## config.mk

```make
export PLATFORM = sky130hd
export DESIGN_NAME = product_accumulator
export DESIGN_NICKNAME = d
export VERILOG_FILES = /design/src/rtl/product_accumulator.sv
export SDC_FILE = /design/constraint.sdc
export NUM_CORES = 1
export LEC_CHECK = 0
export CORE_UTILIZATION = 46
export DETAILED_ROUTE_END_ITERATION = 12
export GPL_TIMING_DRIVEN = 0
export HOLD_SLACK_MARGIN = 0.15
export PLACE_DENSITY = 0.71
export SKIP_CTS_REPAIR_TIMING = 1
export SKIP_LAST_GASP = 1
export SLEW_MARGIN = 20
export SYNTH_ARGS = -nofsm -noshare
export SYNTH_HDL_FRONTEND = slang
export SYNTH_SLANG_ARGS = --single-unit
```

## constraint.sdc

```tcl
create_clock -name clk -period 3.7 [get_ports clk]
set_clock_uncertainty 0.1 [all_clocks]
set_input_delay 0.555 -clock clk [delete_from_list [all_inputs] [get_ports clk]]
set_output_delay 0.555 -clock clk [all_outputs]
set_load 0.01 [all_outputs]
```

## src/rtl/product_accumulator.sv

```systemverilog
// Sums COUNT consecutive multiplier products into a block sum and presents it
// on a valid/ready port. The carry out of the accumulator is kept as a sticky overflow flag.
module product_accumulator #(
    parameter int unsigned PROD_W = 8,
    parameter int unsigned COUNT  = 16,
    parameter int unsigned CNT_W  = 4,
    parameter int unsigned ACC_W  = 12
) (
    input  logic              clk,
    input  logic              rst,
    input  logic              clear,
    input  logic [PROD_W-1:0] Product,
    input  logic              in_valid,
    output logic              in_ready,
    output logic [ACC_W-1:0]  Sum,
    output logic              Overflow,
    output logic              out_valid,
    input  logic              out_ready
);

    localparam int unsigned SUM_W = ACC_W + 1;

    typedef enum logic {
        ACCUM = 1'b0,
        HOLD  = 1'b1
    } state_t;

    state_t             state;
    logic [ACC_W-1:0]   acc;
    logic [CNT_W-1:0]   cnt;
    logic               ovf_acc;

    logic [SUM_W-1:0]   sum_c;
    logic               carry_c;
    logic               accept_c;
    logic               last_c;

    // One extra adder bit captures the carry out of the accumulator width.
    assign sum_c    = SUM_W'(acc) + SUM_W'(Product);
    assign carry_c  = sum_c[ACC_W];
    assign accept_c = in_valid & in_ready;
    assign last_c   = (cnt == CNT_W'(COUNT - 1));

    // in_ready is a flop that always mirrors (state == ACCUM).
    always_ff @(posedge clk) begin
        if (rst) begin
            state     <= ACCUM;
            acc       <= '0;
            cnt       <= '0;
            ovf_acc   <= 1'b0;
            in_ready  <= 1'b1;
            out_valid <= 1'b0;
            Sum       <= '0;
            Overflow  <= 1'b0;
        end else if (clear) begin
            state     <= ACCUM;
            acc       <= '0;
            cnt       <= '0;
            ovf_acc   <= 1'b0;
            in_ready  <= 1'b1;
            out_valid <= 1'b0;
        end else begin
            case (state)
                ACCUM: begin
                    if (accept_c) begin
                        if (last_c) begin
                            Sum       <= sum_c[ACC_W-1:0];
                            Overflow  <= ovf_acc | carry_c;
                            out_valid <= 1'b1;
                            in_ready  <= 1'b0;
                            state     <= HOLD;
                            acc       <= '0;
                            cnt       <= '0;
                            ovf_acc   <= 1'b0;
                        end else begin
                            acc     <= sum_c[ACC_W-1:0];
                            cnt     <= cnt + CNT_W'(1);
                            ovf_acc <= ovf_acc | carry_c;
                        end
                    end
                end
                HOLD: begin
                    if (out_ready) begin
                        out_valid <= 1'b0;
                        in_ready  <= 1'b1;
                        state     <= ACCUM;
                    end
                end
                default: begin
                    state    <= ACCUM;
                    in_ready <= 1'b1;
                end
            endcase
        end
    end

endmodule

```

# Yosys cells after proc, flatten, opt, wreduce, memory -nomap -nowiden
# Index checks and enable logic that the tools add are counted.
totals:
  regBits: 33
  out_inout_bits: 15
  word_cells: 37
classes:
  n_addsub: 2
  n_eq_ne: 4
  muxes: 15
  n_bitwise: 4
  reduce_logical: 4
ops:
  columns: ["operator", "count"]
  rows:
  - ["$add A12 B8 Y13", 1]
  - ["$mux W12", 1]
  - ["$mux W1", 10]
  - ["$ne A2 B2 Y1 const B", 3]
  - ["$pmux W1 S2", 3]
  - ["$add A4 B1 Y4 const B", 1]
  - ["$eq A4 B4 Y1 const B", 1]
  - ["$mux W4", 1]
  - ["$reduce_and A4 Y1", 1]
  - ["$reduce_and A3 Y1", 1]
  - ["$not A1 Y1", 2]
  - ["$reduce_and A2 Y1", 1]
  - ["$reduce_or A2 Y1", 1]
  - ["$and A1 B1 Y1", 1]
  - ["$or A1 B1 Y1", 1]

# Depth between registers and ports, before layout
depth:
  ltp_word: 4
  mapped_depth: 8

# Worst setup path before layout
# Ideal clock, no wire load.
synth_timing:
  kind: "input -> register"
  start: "input port Product[0]"
  end: "register Sum[10]"
  setup_ns: 0.086
  arrival_ns: 2.090
  slack_ns: 1.424
  stages: 7
  path_buffers: 0
  path_cell_list: "ha_1 fa_1 a211oi_1 o211ai_1 nand4_1 xnor2_1 a211oi_1"
synth_via:
  elab_chain_len: 1
synth_lines:
  columns: ["item", "line", "text"]
  rows:
  - ["start, declared", "12", "input logic [PROD_W-1:0] Product,"]
  - ["$add A12 B8 Y13", "39", "assign sum_c = SUM_W'(acc) + SUM_W'(Product);"]
  - ["end signal, assigned", "67", "Sum <= sum_c[ACC_W-1:0];"]
  - ["end, declared", "15", "output logic [ACC_W-1:0] Sum,"]
# No other way between the ends.
# A chain may end at the register's enable or synchronous reset.

# Worst setup path after layout
layout_timing:
  start: "input port Product[1]"
  end: "register Sum[7]"
# Same word-level chain as after synthesis.

==> results.sh <==
export IMPL_result_of_the_run="complete, no violations"
export IMPL_post_drt_wl_per_cell_um=13.18
export IMPL_finalSetupViolations=0
export IMPL_floorplan_core_area_um2=3416
export IMPL_cell_at_the_slowest_stage_of_the_critical_path="clkdlybuf4s50_1"
export IMPL_clk_latency_ps=330
export IMPL_global_route_usage_met2_pct=31.32
export IMPL_floorplan_initialDensity_pct=48.97
export IMPL_grt_first_pass_wirelength_um=6361
export IMPL_power_report_internal_total_mw=0.4833
export IMPL_clkSinkCount=33
export IMPL_yosysWarnings=0
export IMPL_p_per_area_nw_per_um2=317.5
export IMPL_nNetsFinal=256
export IMPL_synth_largest_area_cell="dfxtp_1"
export IMPL_first_pass_iters=4
export IMPL_first_global_vias=1393
export IMPL_finalWorstSetupSlack_ps=1034
export IMPL_gr_usage_met1_pct=28.26
export IMPL_grt_remaining_overflow=0
export IMPL_report_final_slew_viol_count=0
export IMPL_path_cells="clkdlybuf4s50_1 -> ha_1 -> a211oi_1 -> o21ai_1 -> a31oi_1 -> nor4_1 -> a311o_1"
export IMPL_postRouteAntennaNets=0
export IMPL_floorplan_io_pins=28
export IMPL_cp_num_buf_inv=1
export IMPL_ys_seq_area_share_pct=39.49
export IMPL_via_count=1533
export IMPL_ctsHtreeMaxLevel=2
export IMPL_synth_area_um2=1673
export IMPL_num_antenna_cells=0
export IMPL_layout_core_utilization_pct=59.89
export IMPL_area_growth_syn_to_layout_pct=22.29
export IMPL_worstSetupPathType="input pin to register"
export IMPL_timing_hold_worst_class="register to register"
export IMPL_max_slew_margin_pct=62.57
export IMPL_synth_net_count=223
export IMPL_post_dp_hpwl_um=2781
export IMPL_final_hold_viol_count=0
export IMPL_synth_flop_cell="dfxtp_1"
export IMPL_grt_setup_unrepaired="false"
export IMPL_cp_end_kind="register"
export IMPL_placement_rows=21
export IMPL_synth_async_reset_ratio_pct=0
export IMPL_max_freq_ghz=0.3751
export IMPL_cell_with_the_most_instances_after_synthesis="dfxtp_1"
export IMPL_ys_types=38
export IMPL_drive_above_1_share_pct=5.579
export IMPL_maxCapViolCount=0
export IMPL_static_leakage_power_nw=0.7639
export IMPL_synth_top_cells_by_count="dfxtp_1, nand2_1, nor2_1"
export IMPL_critical_path_startpoint_type="input pin"
export IMPL_share_comb_of_total_power_pct=12.8
export IMPL_irDropWorstVdd_mv=0.1721
export IMPL_grt_antenna_before_repair=0
export IMPL_netSwitchingFraction_pct=25.59
export IMPL_die_width_um=62.31
export IMPL_netlist_instances=200
export IMPL_power_switching_mw=0.1662
export IMPL_synthesized_area_per_cell_um2=8.364
export IMPL_post_drt_via_cell_ratio=5.495
export IMPL_yosys_register_bits=33
export IMPL_netlist_area_leader_share_pct=39.49
export IMPL_gr_max_usage_layer="met2"
export IMPL_postRouteWirelength_um=3677
export IMPL_final_min_clock_period_ps=2666
export IMPL_cts_path_max_buffers=2
export IMPL_clock_power_share_pct=31.4
export IMPL_synthTopCellsByArea="dfxtp_1, ha_1, nand2_1"
export IMPL_numCtsBuffers=5
export IMPL_fin_tns_setup_ps=0
export IMPL_post_place_ws_ps=739.5
export IMPL_period_share_pct=72.06
export IMPL_worst_path_max_fanout=3
export IMPL_largest_net_degree_at_the_start_of_global_routing=11
export IMPL_drcViolationCount=0
export IMPL_worst_path_largest_cell_delay_ps=450
export IMPL_die_height_um=62.31
export IMPL_drt_iter0_drc=85
export IMPL_worstPathRequired_ps=3820
export IMPL_clk_transition_reported_paths_ps=100
export IMPL_critical_path_top_delay_family="compound AO/OA/AOI/OAI gates"
export IMPL_port_buffer_count=26
export IMPL_synth_edff_count=0
export IMPL_clock_tree_root_cell="clkbuf_4"
export IMPL_worstPathArrival_ps=2790
export IMPL_grtUsageTotal_pct=21.16
export IMPL_gp_routability_congestion=0.7997
export IMPL_floorplan_die_area_um2=3882
export IMPL_tightestPinTransition_ps=556.3
export IMPL_seq_power_share_pct=55.8
export IMPL_cts_tree="built"
export IMPL_grt_util_met3_pct=5.882
==> power by group through the flow <==
stage / sequential [mW] / combinational, mW / clock, mW
6_report: 0.362 / 0.0834 / 0.204
5_1_grt: 0.363 / 0.0937 / 0.228
4_1_cts: 0.362 / 0.0833 / 0.210
3_5_place_dp: 0.371 / 0.0826 / 0
3_3_place_gp: 0.370 / 0.0825 / 0
2_1_floorplan: 0.370 / 0.0540 / 0
==> final cells by class <==
type,count,area [um2]
fill,321,1370
multi-input combinational,150,942.2
sequential,33,660.6
timing repair buffer,26,260.3
tap,46,57.56
clock buffer,7,55.05
buffer,12,51.30
inverter,5,18.77
==> layout by cell type (no fill, tap or decap), drive strengths merged, types with 2 or more instances in the layout <==
| master | netlist | final |
|---|---|---|
| a22oi | 5 | 5 |
| nand4 | 5 | 5 |
| a211oi | 5 | 5 |
| nand3 | 6 | 6 |
| and4 | 2 | 2 |
| a22o | 2 | 2 |
| a21oi | 17 | 17 |
| clkbuf | 9 | 16 |
| inv | 5 | 5 |
| buf | 3 | 3 |
| or3 | 3 | 3 |
| mux2i | 3 | 3 |
| nor4 | 4 | 4 |
| o211ai | 4 | 4 |
| clkdlybuf4s50 | 0 | 26 |
| xor2 | 7 | 7 |
| nor2 | 19 | 19 |
| dfxtp | 33 | 33 |
| ha | 9 | 9 |
| a31oi | 2 | 2 |
| o21ai | 9 | 9 |
| or2 | 2 | 2 |
| and3 | 3 | 3 |
| nand2 | 29 | 29 |
| xnor2 | 2 | 2 |
| a311o | 2 | 2 |
==> worst reg2reg max path, delay by kind of cell (launching register included) <==
family | cells | cell delay [ps]
compound gates | 4 | 1370
fa+ha+maj | 1 | 250
flops | 1 | 390
simple gates | 1 | 80
==> metrics by stage <==
stage,hold slack [ps],cell area (um2),instances,power [mW]
after floorplan,329.1,1673,200,0.4239
after global placement,344.4,1991,272,0.4528
after detailed placement,346.9,1991,272,0.4532
after CTS,360.3,2046,279,0.6561
after global routing,377.6,2046,279,0.6842
final,356.4,2046,279,0.6495
==> kinds of logic (layout without fill, tap and decap cells) <==
kind of cell / Yosys count / after routing / share of synthesized area, %
buffers and inverters: 17 / 50 / 4.189
AND/OR/NAND/NOR: 79 / 79 / 23.34
flip-flops: 33 / 33 / 39.49
XOR/XNOR: 9 / 9 / 4.712
AO/OA/AOI/OAI: 49 / 49 / 18.55
adder cells (fa/ha/maj): 10 / 10 / 7.928
multiplexers: 3 / 3 / 1.795
==> worst paths after layout <==
path	start	to	slack, ps	depth (start not counted)
worst max-delay path	Product[1]	Sum[7]	1030	7
worst min-delay path	Sum[6]	Sum[6]	360	2
worst max register to register	acc[1]	Sum[7]	1390	6
worst min register to register	Sum[6]	Sum[6]	360	2
==> routing by layer <==
layer | part of all wire (%) | routed length [um]
met1 | 49 | 1810
met3 | 5.0 | 183
met5 | 0 | 0
met4 | 1.9 | 70
met2 | 44 | 1613
==> sequential cells by signal, indices dropped and copies added, names as in the netlist <==
name and cells:
Sum 12, acc 12, cnt 4, Overflow 1, in_ready 1, out_valid 1, ovf_acc 1, state 1
(Power assumes the default switching activity.)
